$ cat config.mk
export PLATFORM = sky130hd
export DESIGN_NAME = s2p_deser
export DESIGN_NICKNAME = d
export VERILOG_FILES = /design/src/rtl/s2p_deser.sv
export SDC_FILE = /design/constraint.sdc
export NUM_CORES = 1
export LEC_CHECK = 0
export CAP_MARGIN = 30
export CORE_MARGIN = 1.5
export CORE_UTILIZATION = 35
export DETAILED_ROUTE_END_ITERATION = 8
export SLEW_MARGIN = 20
export SYNTH_ARGS = -nofsm -noshare
export SYNTH_HDL_FRONTEND = slang
export SYNTH_SLANG_ARGS = --single-unit
export TNS_END_PERCENT = 1
$ cat constraint.sdc
create_clock -name clk -period 1.99 [get_ports clk]
set_input_delay 0.199 -clock clk [delete_from_list [all_inputs] [get_ports clk]]
set_output_delay 0.199 -clock clk [all_outputs]
set_load 0.03 [all_outputs]
$ cat src/rtl/s2p_deser.sv
// Serial-to-parallel deserializer with sof alignment, selectable bit order and valid/ready output.
// Define S2P_PARITY_EN to append an even-parity bit to each frame and report par_err with dout.
`timescale 1ns/1ps
module s2p_deser #(
  parameter int WIDTH     = 10,
  parameter bit LSB_FIRST = 1'b1
) (
  input  logic             clk,
  input  logic             rst_n,
  input  logic             din,
  input  logic             din_vld,
  input  logic             sof,
  output logic [WIDTH-1:0] dout,
  output logic             dout_vld,
  input  logic             dout_rdy,
  output logic             ovf,
  input  logic             ovf_clr,
  output logic             par_err
);

`ifdef S2P_PARITY_EN
  localparam int FRAME = WIDTH + 1;
`else
  localparam int FRAME = WIDTH;
`endif
  localparam int CW = $clog2(FRAME + 1);
  localparam int IW = $clog2(WIDTH);
  localparam logic [CW-1:0] LAST  = CW'(FRAME - 1);
  localparam logic [CW-1:0] NDATA = CW'(WIDTH);
  localparam logic [IW-1:0] TOP   = IW'(WIDTH - 1);

  typedef enum logic {HUNT, SHIFT} state_t;

  state_t           state, state_n;
  logic [CW-1:0]    cnt, cnt_n, pos;
  logic [IW-1:0]    idx;
  logic [WIDTH-1:0] shreg, shreg_n, dout_n;
  logic             dout_vld_n, ovf_n;
  logic             start, take, complete, load, drop;
`ifdef S2P_PARITY_EN
  logic             par, par_n, perr_q, perr_n;
`endif

  always_ff @(posedge clk) begin
    if (!rst_n) begin
      state    <= HUNT;
      cnt      <= '0;
      shreg    <= '0;
      dout     <= '0;
      dout_vld <= 1'b0;
      ovf      <= 1'b0;
`ifdef S2P_PARITY_EN
      par      <= 1'b0;
      perr_q   <= 1'b0;
`endif
    end else begin
      state    <= state_n;
      cnt      <= cnt_n;
      shreg    <= shreg_n;
      dout     <= dout_n;
      dout_vld <= dout_vld_n;
      ovf      <= ovf_n;
`ifdef S2P_PARITY_EN
      par      <= par_n;
      perr_q   <= perr_n;
`endif
    end
  end

  // A qualified sof always restarts the frame, even mid-word in SHIFT.
  always_comb begin
    state_n    = state;
    cnt_n      = cnt;
    shreg_n    = shreg;
    dout_n     = dout;
    dout_vld_n = dout_vld;
    ovf_n      = ovf;
    complete   = 1'b0;
    start      = din_vld & sof;
    take       = din_vld & (sof | (state == SHIFT));
    pos        = start ? '0 : cnt;
    idx        = LSB_FIRST ? IW'(pos) : TOP - IW'(pos);
`ifdef S2P_PARITY_EN
    par_n      = par;
    perr_n     = perr_q;
`endif
    if (take) begin
      state_n = SHIFT;
      if (start) shreg_n = '0;
      if (pos < NDATA) shreg_n[idx] = din;
`ifdef S2P_PARITY_EN
      par_n = (start ? 1'b0 : par) ^ din;
`endif
      if (pos == LAST) begin
        complete = 1'b1;
        cnt_n    = '0;
      end else begin
        cnt_n = pos + CW'(1);
      end
    end

    // A finished word only displaces dout when the old one is gone or leaving now.
    load = complete & (~dout_vld | dout_rdy);
    drop = complete & dout_vld & ~dout_rdy;
    if (load) begin
      dout_n     = shreg_n;
      dout_vld_n = 1'b1;
`ifdef S2P_PARITY_EN
      perr_n     = par_n;
`endif
    end else if (dout_vld & dout_rdy) begin
      dout_vld_n = 1'b0;
    end
    if (ovf_clr) ovf_n = 1'b0;
    if (drop)    ovf_n = 1'b1;
  end

`ifdef S2P_PARITY_EN
  assign par_err = perr_q;
`else
  assign par_err = 1'b0;
`endif

endmodule
# == Word level (Yosys, flattened, before mapping) ==
# Cells that the tools add are included.
# op_classes
addsub,1
n_bitwise,10
muxes,15
eq_ne,1
n_lt_le_gt_ge,3
n_reduce_logical,3
# op_table
operator,count
2-to-1 mux 10 bit,4
bitwise mux 10 bit,1
2-to-1 mux 4 bit,2
2-to-1 mux 1 bit,7
AND 1 bit,6
< comparator 4 x 5 -> 1 bit (second input constant),1
adder 4 x 1 -> 4 bit (second input constant),1
demux 1 bit (select 4 bit),1
== test 4 bit (second input constant),1
greater-or-equal comparator 4 x 1 -> 1 bit (second input constant),1
< comparator 4 bit (second input constant),1
nonzero test 2 bit,2
inverter 1 bit,2
OR 1 bit,2
logical AND 1 bit,1
# word_totals
register_bits,27
in_bits,7

# == Logic depth before layout (Yosys ltp) ==
# Gate-level depths: netlist of run 1.
# depth
depth_word,9
ltp_mapped,6
ltp_nobuf,4

# == Least setup slack after synthesis of run 1 ==
# No wires, ideal clock.
# synth_timing
kind,reg-to-reg
start,register dout_vld
end,register dout[4]
n_path_buf,1
setup_time_ns,0.116
stages_incl_launch_ff,6
setup_slack_ns,0.484
period_less_slack_ns,1.506
t_arrival_ns,1.390
path_cell_list,dfxtp_1 nor2b_1 nor4_4 buf_6 nand2_2 o211a_1
# synth_between
elab_chain_cells,3
# synth_rtl
item,line,source
"start, declared",14,"output logic dout_vld,"
"start signal, assigned",61,dout_vld <= dout_vld_n;
inverter 1 bit,103,load = complete & (~dout_vld | dout_rdy);
OR 1 bit,103,
AND 1 bit,103,
"end signal, assigned",60,dout <= dout_n;
"end, declared",13,"output logic [WIDTH-1:0] dout,"
# Every way passes these cells.
# A chain may end at the register's enable or synchronous reset.

# == Worst setup path after layout of run 1 ==
# layout_timing
start,register dout[7]
end,output dout[7]
# No word-level cell between the ends.

==> results summary, run 1 <==
The starting density of the core is 37.9%. The switching power as a share of total power came out at 20.6%. The buffer depth of the longest clock path came out at 2. Dividing the detail-routed wire length by the instance count gives 11.6 µm. The minimum setup slack among reg-to-reg paths came out at 0.46 ns. The clock tree from TritonCTS is yes. In this run, synthesis produced a sequential element count of 26. The part of the power in combinational logic is 6.3%. The finished layout holds 190 standard cells, fillers aside.

The worst hold path was traced through 2 stages. The library cell used most frequently in the layout, excluding fill and tap cells, is sky130_fd_sc_hd__dfxtp_1. Once the clock tree was built, the resizer swapped 0 gates to a different size. Of the cells placed in the final design, the portion with a size suffix greater than 1 is 13.0%. The die is 61.2 µm wide. The largest clock skew in the final design is 0.00155 ns.

The maximum number of pins on one net before global-route repair is 19. On the final layout, the worst hold slack is 0.484 ns. The total setup violations reported at the end of the flow came out at 0. After the last flow step, the layout net total stands at 154. The maximum fanout count along the critical path is 2.

Per report_power, the sequential group accounts for a little under three fifths of the total. After routing the design area is 1460 µm². Dividing the detail-routed via count by the number of cells gives a little under 5. The internal power of the cells totals 0.755 mW.

The switching power came out at roughly 0.20 mW. The maximum clock frequency came out at 641 MHz. The accumulated negative setup slack came out at 0 ns. The worst endpoint required time came out at 1.79 ns. The number of I/O port buffers came out at 18. The first global-routing pass estimated 3810 µm of wire. Global routing used between 10 and 15% of the available tracks.

The netlist uses 36 different library cells. The reported leakage power came out at 0.522 nW. VDD sags by at most between 300 and 400 µV. The share of power burned in the clock network is between 30% and 40%.

The startpoint identified for the worst register-to-register timing path is cnt[1]$_SDFFE_PN0P_. The endpoint identified for the worst register-to-register timing path is dout[1]$_SDFFE_PN0P_. 20 I/O pins were placed. 0 antenna diodes ended up in the layout. The minimum setup slack in the final design came out at 0.429 ns. The via count of the first global-routing pass came out at 847. The sink count of the clock tree came out at 26.

In this run, CTS created clock tree buffers numbering 3. The via total after detailed routing is 919. The number of antenna violations at the first check in global routing came to 0. The buffers plus inverters on the worst setup path is 1. The final routed DRC violation total came out at 0. The core region area is 3130 µm². On the critical path the largest part of the delay comes from buffers and inverters. By startpoint and endpoint, the worst setup path is classified as flip-flop to primary output. Post-CTS timing repair inserted 0 buffers for setup. The final wirelength is 2210 µm. The Yosys step of the flow raised 0 warnings. The post-layout utilization of the core is a little under half.

Dividing total power by cell area gives a power density of around 650 nW/µm². The worst setup path is captured at a primary output. The source-to-sink clock delay at the later pin of the worst-skew pair came out at between 0.3 and 0.4 ns. The vertical extent of the die came out at 61.2 µm. The depth of the worst register-to-register path came out at 4. At the end of routability-driven placement, the weighted congestion stood at 0.760. The worst hold path terminates at shreg[0]$_SDFF_PN0_. The count of hold-fix buffers inserted at cts came out at 0.

The max-slew violation count came out at 0. Averaged over all synthesized cells, the footprint is 9.19 µm². Setup repair after global routing left no endpoint under its margin. The post-synthesis net count is 136. The part of the cycle the worst path needs came out at between 70% and 80%. Max-cap violations in this run came to 0. The largest individual stage delay along the critical path comes from the cell sky130_fd_sc_hd__clkdlybuf4s50_1. The path class of the tightest hold or removal check is flip-flop to flip-flop. The worst hold path startpoint is shreg[0]$_SDFF_PN0_. Traced cell by cell, the critical path runs through clkdlybuf4s50_1. The flow ran to the end, and the final reports show no timing, DRC or antenna violations. The sequential-to-total area share from yosys stat came out at 43.9%. Clock-pin slew was measured on the worst setup and hold paths at 0.14 ns. The floorplan step defined a die boundary enclosing 3740 µm².

CTS placed an instance of sky130_fd_sc_hd__clkbuf_4 at the clock tree root. The number of placement rows is 20. After technology mapping, the gate count stands at 129.

After the first detailed-routing iteration, the DRC count stood at 8. The final critical path time including I/O delays and setup came out at 1.56 ns. Leaving out fill and tap cells, the most frequent cells in the layout are sky130_fd_sc_hd__dfxtp_1, sky130_fd_sc_hd__clkdlybuf4s50_1, sky130_fd_sc_hd__nand2_1, sky130_fd_sc_hd__nor2b_1, sky130_fd_sc_hd__o21ai_0. The H-tree depth came out at 1.

The total placed cells including tap cells is around 190. The sum of internal, switching and leakage power is approximately 0.95 mW. STA classifies the critical path startpoint as a flip-flop. The netlist area before placement came out at roughly 1200 µm².

Before antenna repair, the detailed router went through 4 iterations. The number of nets with antenna violations after routing is 0. The area growth from synthesis to final layout came out at 23.5%.

For the worst setup path, the data arrival time is 1.36 ns. The worst setup timing slack at the placement stage came out at around 0.19 ns. The aggregate global routing overflow is 0. The number of hold-slack violations in the final timing report was 0. The area of placed instances is roughly 1400 µm². The post-DP HPWL is 1600 µm. The largest stage delay on the critical path came out at 0.68 ns.
[synthesized netlist by cell type]
cell,count,share of area (%)
sky130_fd_sc_hd__o21a_1,1,0.63
sky130_fd_sc_hd__and3b_1,1,0.74
sky130_fd_sc_hd__and4bb_2,1,1.1
sky130_fd_sc_hd__a21oi_1,10,4.2
sky130_fd_sc_hd__buf_2,1,0.42
sky130_fd_sc_hd__and4b_1,1,0.84
sky130_fd_sc_hd__nor3_1,2,0.84
sky130_fd_sc_hd__buf_4,1,0.63
sky130_fd_sc_hd__o21ai_2,1,0.74
sky130_fd_sc_hd__mux2_2,5,4.8
sky130_fd_sc_hd__nand2_2,1,0.53
sky130_fd_sc_hd__clkbuf_1,4,1.3
sky130_fd_sc_hd__nor2b_1,12,6.3
sky130_fd_sc_hd__nand2b_1,4,2.1
sky130_fd_sc_hd__buf_6,1,0.95
sky130_fd_sc_hd__nand4_1,1,0.53
sky130_fd_sc_hd__a21oi_2,1,0.74
sky130_fd_sc_hd__nand4b_4,1,2.0
sky130_fd_sc_hd__nor3b_1,2,1.3
sky130_fd_sc_hd__o211a_1,1,0.84
sky130_fd_sc_hd__clkbuf_2,1,0.42
sky130_fd_sc_hd__dfxtp_1,26,44
sky130_fd_sc_hd__xor2_1,1,0.74
sky130_fd_sc_hd__nand3_1,6,2.5
sky130_fd_sc_hd__a41oi_1,1,0.74
sky130_fd_sc_hd__and3_2,1,0.63
sky130_fd_sc_hd__a21o_1,1,0.63
sky130_fd_sc_hd__inv_1,2,0.63
sky130_fd_sc_hd__conb_1,1,0.32
sky130_fd_sc_hd__mux2i_1,5,4.2
sky130_fd_sc_hd__nor2_1,6,1.9
sky130_fd_sc_hd__o21ai_0,11,4.6
sky130_fd_sc_hd__and4_1,1,0.74
sky130_fd_sc_hd__nand2_1,12,3.8
sky130_fd_sc_hd__nor4_4,1,1.8
sky130_fd_sc_hd__nor4bb_1,1,0.84
[final cells by class]
cell class	count	area, µm²
Fill cell	306	1660
Clock inverter	1	30.0
Sequential cell	26	520
Inverter	2	7.51
Timing Repair Buffer	21	215
Multi-Input combinational cell	93	613
Tap cell	44	55.1
Clock buffer	3	22.5
[sequential cells by signal, indices dropped and copies added, names as in the netlist]
| signal | flops |
|---|---|
| state | 1 |
| ovf | 1 |
| dout | 10 |
| dout_vld | 1 |
| cnt | 4 |
| shreg | 9 |
[kinds of logic (layout without fill, tap and decap cells)]
logic type      count (synthesis)  count (layout)  synth area share [%]
xor+xnor                        1               1                 0.739
flops                          26              26                  43.9
other cells                     1               1                 0.316
buf+inv                        10              27                  4.33
simple gates                   54              54                  28.5
compound gates                 27              27                  13.2
mux                            10              10                  8.98
[metal layers]
layer	wire length, µm	part of all wire, %	GRT usage, %
met4	38	1.7	6.52
met1	1180	54	19.7
met3	93	4.2	2.31
met2	893	40	19.1
met5	0	0	0
[worst min-delay path: cells and delay by family, from the launching register on]
| kind | cells | cell delay [ns] |
|---|---|---|
| flip-flops | 1 | 0.34 |
| multiplexers | 1 | 0.06 |
| AND/OR/NAND/NOR | 1 | 0.05 |
[power groups by stage]
| stage | Clock [mW] | Combinational, mW | Sequential (mW) |
|---|---|---|---|
| 6_report | 0.357 | 0.0602 | 0.533 |
| 5_1_grt | 0.390 | 0.0663 | 0.535 |
| 4_1_cts | 0.368 | 0.0610 | 0.533 |
| 3_5_place_dp | 0 | 0.0608 | 0.545 |
| 3_3_place_gp | 0 | 0.0606 | 0.545 |
| 2_1_floorplan | 0 | 0.0418 | 0.540 |
[worst max path at each step]
stage / startpoint / to / slack [ns] / depth (start not counted)
4_1_cts: dout[7]$_SDFFE_PN0P_ / dout[7] / 0.41 / 1
6_report: dout[7]$_SDFFE_PN0P_ / dout[7] / 0.43 / 1
5_1_grt: dout[7]$_SDFFE_PN0P_ / dout[7] / 0.36 / 1
3_3_place_gp: din_vld / dout[5]$_SDFFE_PN0P_ / 0.23 / 5
3_5_place_dp: din_vld / dout[0]$_SDFFE_PN0P_ / 0.19 / 6
2_1_floorplan: dout_vld$_SDFFE_PN0P_ / dout[4]$_SDFFE_PN0P_ / 0.48 / 5
No activity file was read; power rests on OpenSTA's default activity.
==> inputs of run 2 (changes only) <==
clock period = 1.6 ns   (was 1.99 ns; I/O delays follow)
==> run 2 against run 1 <==
Compared with the run above:
- first-iteration DRC count increased by 38%
- worst hold slack improved by 0.0059 ns
- critical endpoint unchanged
- final cell count is 4.7% higher
- sequential cell count unchanged
- die area did not move
==> results summary, run 2 (synthesis gave the netlist of run 1 again) <==
The flow ran to the end, and the final reports show no timing, DRC or antenna violations. The buffer depth of the longest clock path came out at 2 (unchanged). The clock-pin slew reported for the worst setup and hold paths after clock tree synthesis was 0.13 ns (about the same). The total placed cells including tap cells came to 196 (+5.4%).

The accumulated negative setup slack is 0 ns (unchanged). The critical path's slowest cell is sky130_fd_sc_hd__clkdlybuf4s50_1. The final wirelength is 2410 µm (+9.2%). The horizontal die dimension came out at 61.2 µm (unchanged). The wire length of the first global-routing pass is 4110 µm (+7.8%).

The number of I/O port buffers came to 18 (unchanged). The count of cell instances traversed by the critical path is 1 (unchanged). The sink count of the clock tree is 26 (unchanged). The tree is rooted in a sky130_fd_sc_hd__clkbuf_4. The cell family contributing the most delay on the critical path is buffers and inverters. The maximum fanout count along the critical path is 2 (unchanged). TritonCTS built the clock tree. The mean routed wirelength per cell came out at 12.1 µm (+4.3%). The vertical extent of the die is 61.2 µm (unchanged). The critical path arrival is 1.36 ns (about the same).

The largest stage delay on the critical path is 0.68 ns (about the same). The buffers plus inverters on the worst setup path came out at 1 (unchanged). The aggregate global-route resource usage came to 14.7% (+1.2 points). The total power divided by cell area was 683 nW/µm² (+5.2%). The max-slew violation count came out at 0 (unchanged). The source-to-sink clock delay at the later pin of the worst-skew pair came out at 0.32 ns (about the same). The final critical path time including I/O delays and setup is 1.52 ns. The aggregate global routing overflow came out at 0 (unchanged). The worst endpoint required time came out at 1.44 ns (-0.35 ns).

The number of hold-slack violations in the final timing report came to 0 (unchanged). The number of buffers added by the clock tree synthesis step is 3 (unchanged). The iteration count of the initial detailed-routing pass came out at 4 (unchanged). The number of placement rows is 20 (unchanged).

Leaving out fill and tap cells, the most frequent cell in the layout is sky130_fd_sc_hd__dfxtp_1. The die outline area came out at 3740 µm² (unchanged). The worst vdd rail ir drop came out at 382 µV (-4.4%). The post-CTS repair timing setup buffer count came to 0 (unchanged). The depth of the worst hold-timing path is 2 (unchanged). The worst hold slack across all endpoints came out at 0.490 ns (+0.00594 ns). The starting density of the core came to 37.9% (unchanged). The I/O pin total came out at 20 (unchanged). The post-DP HPWL was 1780 µm (+11%). The total setup violations reported at the end of the flow was 0 (unchanged). The post-cts repair resize count came out at 0 (unchanged).

The signal on the critical path passes through clkdlybuf4s50_1. The largest registers in the layout are dout (10), shreg (9), cnt (4). The final cell count without fillers came out at 199 (+4.7%). The core region area is 3130 µm² (unchanged). The final net count is 164 (+6.5%).

The area growth from synthesis to final layout is 26.4%. The maximum number of pins on one net before global-route repair is 17 (-2). Setup repair after global routing left no endpoint under its margin. The via total after detailed routing is 987 (+7.4%). The library cells used most frequently in the layout, excluding fill and tap cells, are sky130_fd_sc_hd__dfxtp_1, sky130_fd_sc_hd__clkdlybuf4s50_1, sky130_fd_sc_hd__buf_4. The maximum clock frequency is between 600 and 700 MHz.

The number of flip-flops in the largest register was 10 (unchanged). The worst setup path is captured at a primary output. The reported leakage power came to 0.558 nW (+7.0%).

The kind of critical path is flip-flop to primary output. The number of antenna violations at the first check in global routing came out at 0 (unchanged). The final routed DRC violation total came out at 0 (unchanged). The via count of the first global-routing pass was 967 (+14%). The tightest min-delay check is of the flip-flop to flip-flop type. The share of post-route cells with drive strength above 1 is 18.7% (+5.7 points).

dout holds more flip-flops than any other register. The routability congestion estimate from global placement came to 0.878 (+16%). Dividing the final minimum period by the clock period gives 95.2%.

The number of nets with antenna violations after routing came out at 0 (unchanged). The depth of the worst register-to-register path is 5 (+1). The largest clock skew in the final design was 0.00488 ns (+0.00333 ns). The max-capacitance violation count is 0 (unchanged). The startpoint type of the worst setup path is a flip-flop. The count of hold-fix buffers inserted at cts was 0 (unchanged). The H-tree depth is 1 (unchanged). The number of antenna cells inserted was 0 (unchanged). The via count normalized by instance count is 4.96 (+2.5%). The violation count after the first detailed-routing iteration is 11 (+3).
## run 2: changes by cell type in the layout (fill, tap and decap cells not counted), sizes merged
cell | before | now
bufinv | 1 | 0
buf | 3 | 13
## run 2: routing by layer
layer | track usage [%] | part of all wire (%) | up-vias
li1 | - | - | 499
met1 | 20.6 | 52 | 463
met2 | 22.2 | 43 | 20
met3 | 2.94 | 3.2 | 5
met4 | 5.59 | 1.6 | 0
met5 | 0 | 0 | -
## run 2: layout make-up
type                            instances  area (µm²)
Fill cell                             322        1630
Multi-Input combinational cell         93         613
Sequential cell                        26         522
Timing Repair Buffer                   31         278
Tap cell                               44        55.1
Clock buffer                            3        22.5
Inverter                                2        7.51
## run 2: worst paths after layout
path,from,to,slack [ns]
worst max-delay path,dout[7]$_SDFFE_PN0P_,dout[7],0.08
worst min-delay path,shreg[0]$_SDFF_PN0_,shreg[0]$_SDFF_PN0_,0.49
worst max register to register,state$_SDFFE_PN0P_,dout[9]$_SDFFE_PN0P_,0.15
worst min register to register,shreg[0]$_SDFF_PN0_,shreg[0]$_SDFF_PN0_,0.49
## run 2: worst min-delay path: cells and delay by family, from the launching register on
| family | cells | cell delay [ns] |
|---|---|---|
| mux | 1 | 0.06 |
| simple gates | 1 | 0.06 |
| flops | 1 | 0.34 |
## run 2: metrics by stage
step	util, %	setup WS [ns]	area (µm²)	power (mW)
2_1_floorplan	-	0.0940	1180	0.724
3_3_place_gp	47.1	-0.145	1470	0.764
3_5_place_dp	47.1	-0.167	1470	0.764
4_1_cts	47.8	0.0618	1500	1.03
5_1_grt	47.9	0.0196	1500	1.06
6_report	47.9	0.0771	1500	1.02
## run 2: power breakdown
group | switching (mW) | internal, mW
Sequential | 0.00529 | 0.653
Combinational | 0.0520 | 0.0400
Clock | 0.185 | 0.0882
Total | 0.242 | 0.781
